==> src/rtl/rf_pkg.sv <==
// Shared types and defaults for the register-file writeback arbiter slice.
package rf_pkg;
  localparam int XLEN_DEF   = 32;
  localparam int NREGS_DEF  = 32;
  localparam int REG_ADDR_W = 5;

  typedef logic [REG_ADDR_W-1:0] reg_addr_t;
  typedef logic [XLEN_DEF-1:0]   xword_t;

  typedef enum logic {CLEAR, RUN} rfarb_state_t;
endpackage

==> src/rtl/rr_arb2.sv <==
// Two-requester writeback arbiter: round-robin by default, fixed load priority
// when RFARB_LOAD_PRIORITY_EN is defined.
module rr_arb2 (
`ifndef RFARB_LOAD_PRIORITY_EN
  input  logic clk_i,
  input  logic rst_i,
`endif
  input  logic en_i,
  input  logic req0_i,
  input  logic req1_i,
  output logic gnt0_o,
  output logic gnt1_o
);

`ifdef RFARB_LOAD_PRIORITY_EN

  // Load results always win a tie; the ALU only gets the port when loads are idle.
  always_comb begin
    gnt1_o = en_i && req1_i;
    gnt0_o = en_i && req0_i && !req1_i;
  end

`else

  logic ptr_q, ptr_d;

  // A grant is always an accepted transfer, so the pointer moves to the other port.
  always_comb begin
    gnt0_o = en_i && req0_i && (!req1_i || !ptr_q);
    gnt1_o = en_i && req1_i && (!req0_i || ptr_q);
    ptr_d  = ptr_q;
    if (gnt0_o) begin
      ptr_d = 1'b1;
    end else if (gnt1_o) begin
      ptr_d = 1'b0;
    end
  end

  always_ff @(posedge clk_i) begin
    if (rst_i) begin
      ptr_q <= 1'b0;
    end else begin
      ptr_q <= ptr_d;
    end
  end

`endif

endmodule

==> src/rtl/regfile_wb_arbiter.sv <==
// Sequences the register-file write port: post-reset clear sweep of x1..x31, then
// arbitration between ALU and load writebacks. See RFARB_LOAD_PRIORITY_EN in rr_arb2.
module regfile_wb_arbiter
  import rf_pkg::*;
#(
  parameter int XLEN           = XLEN_DEF,
  parameter int NREGS          = NREGS_DEF,
  parameter int CLEAR_ON_RESET = 1,
  localparam int AW            = $clog2(NREGS)
) (
  input  logic            clk,
  input  logic            rst,
  input  logic            wb0_valid,
  output logic            wb0_ready,
  input  logic [AW-1:0]   wb0_rd,
  input  logic [XLEN-1:0] wb0_data,
  input  logic            wb1_valid,
  output logic            wb1_ready,
  input  logic [AW-1:0]   wb1_rd,
  input  logic [XLEN-1:0] wb1_data,
  output logic            rf_wen,
  output logic [AW-1:0]   rf_w,
  output logic [XLEN-1:0] rf_d,
  output logic            init_done
);

  rfarb_state_t    state_q, state_d;
  logic [AW-1:0]   cnt_q, cnt_d;
  logic            rf_wen_q, rf_wen_d;
  logic [AW-1:0]   rf_w_q, rf_w_d;
  logic [XLEN-1:0] rf_d_q, rf_d_d;
  logic            init_done_q, init_done_d;
  logic            gnt0, gnt1;

  rr_arb2 u_arb (
`ifndef RFARB_LOAD_PRIORITY_EN
    .clk_i  (clk),
    .rst_i  (rst),
`endif
    .en_i   (state_q == RUN),
    .req0_i (wb0_valid),
    .req1_i (wb1_valid),
    .gnt0_o (gnt0),
    .gnt1_o (gnt1)
  );

  assign wb0_ready = gnt0;
  assign wb1_ready = gnt1;

  // Address/data only change on a real write so an idle port holds its last values.
  always_comb begin
    state_d     = state_q;
    cnt_d       = cnt_q;
    rf_wen_d    = 1'b0;
    rf_w_d      = rf_w_q;
    rf_d_d      = rf_d_q;
    init_done_d = init_done_q;
    case (state_q)
      CLEAR: begin
        rf_wen_d = 1'b1;
        rf_w_d   = cnt_q;
        rf_d_d   = '0;
        cnt_d    = cnt_q + AW'(1);
        if (cnt_q == AW'(NREGS - 1)) begin
          state_d     = RUN;
          init_done_d = 1'b1;
        end
      end
      RUN: begin
        init_done_d = 1'b1;
        // x0 writes are accepted but swallowed here.
        if (gnt0) begin
          if (wb0_rd != '0) begin
            rf_wen_d = 1'b1;
            rf_w_d   = wb0_rd;
            rf_d_d   = wb0_data;
          end
        end else if (gnt1) begin
          if (wb1_rd != '0) begin
            rf_wen_d = 1'b1;
            rf_w_d   = wb1_rd;
            rf_d_d   = wb1_data;
          end
        end
      end
    endcase
  end

  always_ff @(posedge clk) begin
    if (rst) begin
      state_q     <= (CLEAR_ON_RESET != 0) ? CLEAR : RUN;
      cnt_q       <= AW'(1);
      rf_wen_q    <= 1'b0;
      rf_w_q      <= '0;
      rf_d_q      <= '0;
      init_done_q <= 1'b0;
    end else begin
      state_q     <= state_d;
      cnt_q       <= cnt_d;
      rf_wen_q    <= rf_wen_d;
      rf_w_q      <= rf_w_d;
      rf_d_q      <= rf_d_d;
      init_done_q <= init_done_d;
    end
  end

  assign rf_wen    = rf_wen_q;
  assign rf_w      = rf_w_q;
  assign rf_d      = rf_d_q;
  assign init_done = init_done_q;

endmodule
==> config.mk <==
export PLATFORM = sky130hd
export DESIGN_NAME = regfile_wb_arbiter
export DESIGN_NICKNAME = d
export VERILOG_FILES = /design/src/rtl/rf_pkg.sv /design/src/rtl/rr_arb2.sv /design/src/rtl/regfile_wb_arbiter.sv
export SDC_FILE = /design/constraint.sdc
export NUM_CORES = 1
export LEC_CHECK = 0
export ABC_CLOCK_PERIOD_IN_PS = 2100
export BUFFER_PORTS_ARGS = -buffer_cell sky130_fd_sc_hd__buf_2
export CAP_MARGIN = 15
export CORE_ASPECT_RATIO = 0.9
export CORE_UTILIZATION = 40
export DETAILED_ROUTE_END_ITERATION = 8
export PLACE_DENSITY = 0.72
export SLEW_MARGIN = 15
export SYNTH_ARGS = -nofsm -noshare
export SYNTH_HDL_FRONTEND = slang
export SYNTH_SLANG_ARGS = --single-unit
==> constraint.sdc <==
create_clock -name clk -period 2.1 [get_ports clk]
set_input_delay 0.105 -clock clk [delete_from_list [all_inputs] [get_ports clk]]
set_output_delay 0.105 -clock clk [all_outputs]
set_load 0.02 [all_outputs]
==> out/results.txt, run 1 <==
Outcome = complete, no violations
# clock sinks = 46
Max stage delay on crit path = 470 ps
Mean Syn Cell Area = 10.78 sq um
Commonest cells after routing, fill and taps aside = buf_2, dfxtp_1, mux2i_1, a211oi_1, a211oi_2
Post-CTS Setup Repair Bufs = 0
Post-synth EDFFs = 0
Net Count, Synth = 311
Nets@finish = 421
Seq cells post-synth = 46
Largest net degree at the start of global routing = 39
Die footprint = 0.006545 sq mm
DRT antenna net count = 0
Global-route wire length before repair = 9977 microns
Worst setup SP type = register
Design Area, Final = 0.003238 sq mm
Clk buf depth = 2
VDD IR max = 0.2028 mV
Die width = 85.17 microns
RR Startpoint = u_arb.ptr_q
Crit path DAT = 1740 ps
Layout cells sized above 1 = 0.5234
Worst-path clk slew = 80 ps
R2r setup slk = 440 ps
RePlAce Congestion = 0.7142
R2R Path End = rf_d[1]
Worst Hold Class = in2reg
R2R depth = 4
Hold wc startpoint = wb0_valid
Most common cell after layout, fill and taps aside = buf_2
Starting Density = 0.4276
CTS Root Cell = clkbuf_8
Worst slew margin = 0.6777
Warning count from the yosys run = 0
Dpl cell area = 0.003147 sq mm
Post-synthesis sequential area ratio = 0.3698
Worst Max-Slew Pin Slew = 483.4 ps
Number of global-route vias before repair = 2153
Vias = 2217
Period Utilization, post-route = 0.8790
WS Path Type = reg2out
ANT cells = 0
Initial antenna violation count = 0
Vias per cell = 5.381
Initial detailed-routing violation count = 51
I/O pin total = 119
Wirelength per Cell = 15.07 microns
DRC = 0
Core box area = 0.005823 sq mm
Total gr overflow = 0
RSZ-0062 raised after global routing = no
PD cells = 539.0 mW/mm^2
Most common flop cell mapped by yosys = dfxtp_1
Hold Path Sink = u_arb.ptr_q
Worst EP required = 2000 ps
Worst setup EP type = output pin
Final Hold Violating Endpoints = 0
CTS tree = built
Max stage delay cell, worst path = buf_4
Post-cts resize count = 0
Final Hold Slack = 122.8 ps
Final setup fails = 0
Setup TNS = 0 ps
Number of max-cap violations = 0
Placement Rows = 26
Leak = 1.422 nW
Mapped Cells = 231
Slew Limit Fails = 0
CTS Buf Count = 5
Die Ht = 76.85 microns
Async SR Flop Fraction = 0
CP max FO = 29
Number of port buffers = 118
Crit-path cells = a21boi_4 > buf_4 > and2_1 > buf_2
# fillers = 517
Initial DRT Pass Iterations = 4
Fmax = 541.8 MHz
Hold_buf cts = 0
Hold Path Stages = 3
Worst Skew = 7.893 ps
Tot GR Track Use = 0.1918
Minimum clock period = 1846 ps
Syn-to-layout area delta = 30.05%
Clk_lat worst skew = 300 ps
Drt total wl = 6207 microns
Post-detail-place hpwl = 4548 microns
Cell area after synthesis = 0.002490 sq mm
Distinct cells, synth = 31
# H-tree levels = 2
critical path, delay by kind of cell, from the launching register on:
family,cells,cell delay (ps)
buffers and inverters,2,620
flip-flops,1,350
AO/OA/AOI/OAI,1,250
AND/OR/NAND/NOR,1,190
power breakdown:
group	leakage (nW)	internal (mW)	total (mW)	switching, mW
Clock	0.0482	0.266	0.559	0.293
Combinational	1.00	0.141	0.289	0.148
Sequential	0.372	0.885	0.897	0.0117
Total	1.42	1.29	1.75	0.453
flip-flops by register name (all words and copies together) (netlist names):
signal,flops
init_done,1
state_q,1
u_arb.ptr_q,1
cnt_q,5
rf_d,32
rf_w,5
rf_wen,1
cells in the mapped netlist, types with 2 or more instances:
| cell | n | area [sq um] |
|---|---|---|
| nor2_1 | 7 | 26.28 |
| buf_6 | 7 | 78.83 |
| clkbuf_1 | 15 | 56.30 |
| mux2i_1 | 34 | 340.3 |
| ha_1 | 2 | 25.02 |
| a211oi_1 | 34 | 255.2 |
| a2111oi_1 | 2 | 20.02 |
| a21oi_1 | 5 | 25.02 |
| mux2_2 | 5 | 56.30 |
| a311o_1 | 5 | 50.05 |
| nand2b_1 | 2 | 12.51 |
| nor3b_1 | 5 | 37.54 |
| nand2_1 | 8 | 30.03 |
| buf_2 | 4 | 20.02 |
| xor2_1 | 2 | 17.52 |
| a211oi_2 | 30 | 375.4 |
| a2111oi_2 | 3 | 45.04 |
| dfxtp_1 | 46 | 920.9 |
| inv_1 | 2 | 7.510 |
| nor2b_1 | 2 | 12.51 |
cell families after synthesis:
group / after synthesis / share of synthesized area
AO/OA/AOI/OAI: 82 / 0.3186
multiplexers: 39 / 0.1593
XOR/XNOR: 3 / 0.01055
buffers and inverters: 29 / 0.06834
flip-flops: 46 / 0.3698
AND/OR/NAND/NOR: 30 / 0.06332
adder cells (fa/ha/maj): 2 / 0.01005
area by class of cell:
cell class | instances | area [sq um] | share of cell area
inverter | 2 | 7.507 | 0.002318
sequential | 46 | 920.9 | 0.2844
clock buffer | 7 | 86.33 | 0.02666
clock inverter | 1 | 5.005 | 0.001546
tap | 70 | 87.58 | 0.02705
timing repair buffer | 130 | 705.7 | 0.2179
multi-input combinational | 156 | 1425 | 0.4401
worst max path at each step:
stage                     start   endpoint  depth (start not counted)
finish              u_arb.ptr_q  wb0_ready                          4
global route        u_arb.ptr_q  wb0_ready                          4
CTS                 u_arb.ptr_q  wb0_ready                          4
detailed placement    wb0_rd[2]   rf_d[30]                          6
global placement      wb0_rd[2]   rf_d[28]                          6
floorplan               state_q    rf_d[0]                          6
stage by stage:
stage | instances | setup WS [ps] | utilization | power [mW]
3_5_place_dp | 404 | 315.6 | 0.5404 | 1.209
4_1_cts | 412 | 244.8 | 0.5561 | 1.761
2_1_floorplan | 231 | 402.7 | - | 1.101
3_3_place_gp | 404 | 376.7 | 0.5404 | 1.201
5_1_grt | 412 | 173.4 | 0.5561 | 1.826
6_report | 412 | 254.2 | 0.5561 | 1.745
metal layers:
metal | vias to the layer above | routed length (microns) | GRT usage
met5 | - | 0 | 0
met4 | 0 | 75 | 0.06610
met3 | 8 | 399 | 0.04090
met1 | 1016 | 2869 | 0.2340
met2 | 80 | 2861 | 0.3323
li1 | 1113 | - | -
No activity file was read; power rests on OpenSTA's default activity.
==> inputs of run 2 (changes only) <==
--- a/config.mk
+++ b/config.mk
@@ -5,13 +5,14 @@
 export SDC_FILE = /design/constraint.sdc
 export NUM_CORES = 1
 export LEC_CHECK = 0
+export ABC_AREA = 1
 export ABC_CLOCK_PERIOD_IN_PS = 2100
 export BUFFER_PORTS_ARGS = -buffer_cell sky130_fd_sc_hd__buf_2
 export CAP_MARGIN = 15
 export CORE_ASPECT_RATIO = 0.9
 export CORE_UTILIZATION = 40
 export DETAILED_ROUTE_END_ITERATION = 8
-export PLACE_DENSITY = 0.72
+export PLACE_DENSITY = 0.71
 export SLEW_MARGIN = 15
 export SYNTH_ARGS = -nofsm -noshare
 export SYNTH_HDL_FRONTEND = slang
==> run 2 against run 1 <==
Flip-flop and latch count stayed put; wire length is 17% higher; first-iteration DRC count grew to 2.6 times the previous value; utilization is 1.1 points lower; sequential share of layout area is 1.2 points lower; via count is 37% higher; register-to-register slack worse by 30 ps; highest routed layer unchanged; total power is 10% lower; global-route usage is 2.4 points higher.
==> out/results.txt, run 2 <==
CTS tree = built
Starting Density = 0.4227 (-0.004884)
Vias = 3036 (+37%)
# clock sinks = 46 (unchanged)
Final Hold Violating Endpoints = 0 (unchanged)
Worst-path clk slew = 80 ps (about the same)
Cell area after synthesis = 0.002628 sq mm (+5.5%)
R2r setup slk = 410 ps (-30 ps)
Layout cells sized above 1 = 0.2527 (-0.2707)
Warning count from the yosys run = 0 (unchanged)
Minimum clock period = 1693 ps (-153.0 ps)
DRT antenna net count = 0 (unchanged)
Post-layout worst setup margin = 407.2 ps (+153.0 ps)
Clk buf depth = 2 (unchanged)
RePlAce Congestion = 0.7895 (+11%)
Cell taking the most area after synthesis = dfxtp_1
CTS Buf Count = 5 (unchanged)
Fraction of the mapped netlist area in simple logic gates = 0.4790 (+0.4157)
Number of max-cap violations = 0 (unchanged)
CP max FO = 35 (+21%)
Clk_lat worst skew = 290 ps (about the same)
Largest net degree at the start of global routing = 36 (-7.7%)
DP Worst Slack = 275.4 ps (-40.20 ps)
Post-detail-place hpwl = 5351 microns (+18%)
Final Hold Slack = 39.00 ps (-83.81 ps)
Area share of the leading cell type in the synthesized netlist = 0.3505 (-0.01937)
Commonest cells after routing, fill and taps aside = nand2_1, buf_2, nor2_1, inv_1, nand3_1
Number of port buffers = 118 (unchanged)
Hold Path Sink = state_q
Most common cell after layout, fill and taps aside = nand2_1
Main combinational cell family by area after synthesis = simple AND/OR/NAND/NOR gates
Distinct cells, synth = 17 (-45%)
Largest register FFs = 32 (unchanged)
Total gr overflow = 0 (unchanged)
ANT cells = 0 (unchanged)
Core box area = 0.006216 sq mm (+6.7%)
R2R Path End = rf_w[1]
Post-synth EDFFs = 0 (unchanged)
RR Startpoint = state_q
Design Area, Final = 0.003386 sq mm (+4.6%)
Crit-path cells = buf_4 > nand2_1 > inv_2 > nand2_2 > nand2_4 > nor2_1 > nor2_1
Worst EP required = 2330 ps (+330 ps)
Worst slew margin = 0.6568 (-0.02094)
CP Buf/Inv Count = 2 (unchanged)
Hold Path Stages = 2 (-1)
Final cell count without fillers = 649 (+58%)
WS Path Type = reg2reg
Final setup fails = 0 (unchanged)
Slew Limit Fails = 0 (unchanged)
Mean Syn Cell Area = 5.826 sq um (-46%)
Post-cts resize count = 0 (unchanged)
Worst Skew = 2.460 ps (-5.433 ps)
Worst Hold Class = in2reg
Post-CTS Setup Repair Bufs = 0 (unchanged)
Period Utilization, post-route = 0.8061 (-0.07287)
XOR/XNOR Fraction of Synth Area = 0 (-0.01055)
Initial DRT Pass Iterations = 4 (unchanged)
VDD IR max = 0.3088 mV (+52%)
Post-synthesis sequential area ratio = 0.3505 (-0.01937)
Leak = 1.948 nW (+37%)
Most common flop cell mapped by yosys = dfxtp_1
Max stage delay on crit path = 350 ps (-120 ps)
Die width = 87.43 microns (+2.7%)
Drt total wl = 7264 microns (+17%)
Synth Area in Adders = 0.009524 (-0.0005264)
Synth top area cells = dfxtp_1, nand2_1, nor2_1
Worst setup SP type = register
Die footprint = 0.006897 sq mm (+5.4%)
CP top delay family = simple AND/OR/NAND/NOR gates
# H-tree levels = 2 (unchanged)
Mapped Cells = 451 (+95%)
I/O pin total = 119 (unchanged)
Cell count after placement = 642 (+59%)
Post-Route Utilization = 0.5447 (-0.01140)
Number of global-route vias before repair = 2798 (+30%)
CP most frequent cell = nor2_1
RSZ-0062 raised after global routing = no
Outcome = complete, no violations
Crit path DAT = 1920 ps (+180 ps)
Initial detailed-routing violation count = 133 (+160%)
Worst setup EP type = register
Net Count, Synth = 531 (+71%)
Hold_buf cts = 0 (unchanged)
PD cells = 462.6 mW/mm^2 (-14%)
Vias per cell = 4.678 (-13%)
Synth top cells by count = nand2_1, nor2_1, inv_1
Mux cell area share after synthesis = 0 (-0.1593)
Wirelength per Cell = 11.19 microns (-26%)
DRC = 0 (unchanged)
R2R depth = 7 (+3)
Setup TNS = 0 ps (unchanged)
Nets@finish = 642 (+52%)
Final Total Pwr = 1.566 mW (-10%)
Placement Rows = 27 (+3.8%)
Most common cell in the synthesized netlist = nand2_1
Initial antenna violation count = 0 (unchanged)
Worst Max-Slew Pin Slew = 513.3 ps (+29.97 ps)
CTS Root Cell = clkbuf_8
Async SR Flop Fraction = 0 (unchanged)
Compound-Gate Fraction of Synth Area = 0.02190 (-0.2967)
Fmax = 590.7 MHz (+9.0%)
Die Ht = 78.89 microns (+2.7%)
Global-route wire length before repair = 11900 microns (+19%)
Seq cells post-synth = 46 (unchanged)
Dpl cell area = 0.003304 sq mm (+5.0%)
Max stage delay cell, worst path = dfxtp_2
Syn-to-layout area delta = 28.86%
Tot GR Track Use = 0.2160 (+0.02420)
Hold wc startpoint = rst
[run 2: changes by cell type after synthesis, moves of 24 or more]
cell | previous run | this run
a211oi_1 | 34 | 0
a211oi_2 | 30 | 0
inv_1 | 2 | 65
mux2i_1 | 34 | 0
nand2_1 | 8 | 132
nand3_1 | 1 | 51
nand4_1 | 0 | 24
nor2_1 | 7 | 88
[run 2: layout make-up]
| type | instances | area [sq um] |
|---|---|---|
| clock buffers | 7 | 76.32 |
| fillers | 679 | 2830 |
| inverters | 67 | 251.5 |
| multi-input cells | 312 | 1346 |
| flip-flops and latches | 46 | 922.1 |
| well taps | 87 | 108.9 |
| repair buffers | 130 | 680.7 |
[run 2: worst max path at each step]
stage / to / startpoint / cells past startpoint
floorplan: rf_d[0] / state_q / 8
global placement: rf_w[0] / state_q / 7
detailed placement: rf_w[1] / state_q / 7
CTS: rf_w[1] / state_q / 7
global route: rf_d[10] / u_arb.ptr_q / 7
finish: rf_w[1] / state_q / 7
[run 2: cells by family (layout without fill, tap and decap cells)]
family | count (synthesis) | count (layout)
and+or+nand+nor | 300 | 300
adders and majority gates | 2 | 2
buffers and inverters | 93 | 204
DFF | 46 | 46
AOI/OAI and AO/OA | 10 | 10
[run 2: layer usage]
metal / vias to the layer above / global-route usage / wire length, microns
met3: 4 / 0.04054 / 444
li1: 1601 / - / -
met1: 1326 / 0.2844 / 3464
met5: - / 0 / 0
met4: 0 / 0.04918 / 40
met2: 105 / 0.3648 / 3314
[run 2: worst reg2reg max path, stage by stage (launching register included)]
cell,delay (ps)
dfxtp_2,350
buf_4,350
nand2_1,160
inv_2,80
nand2_2,180
nand2_4,320
nor2_1,80
nor2_1,120
[run 2: where the power goes]
part	switching (mW)	internal (mW)	total, mW
clock network	0.274	0.229	0.503
registers	0.00881	0.884	0.893
logic	0.0856	0.0843	0.170
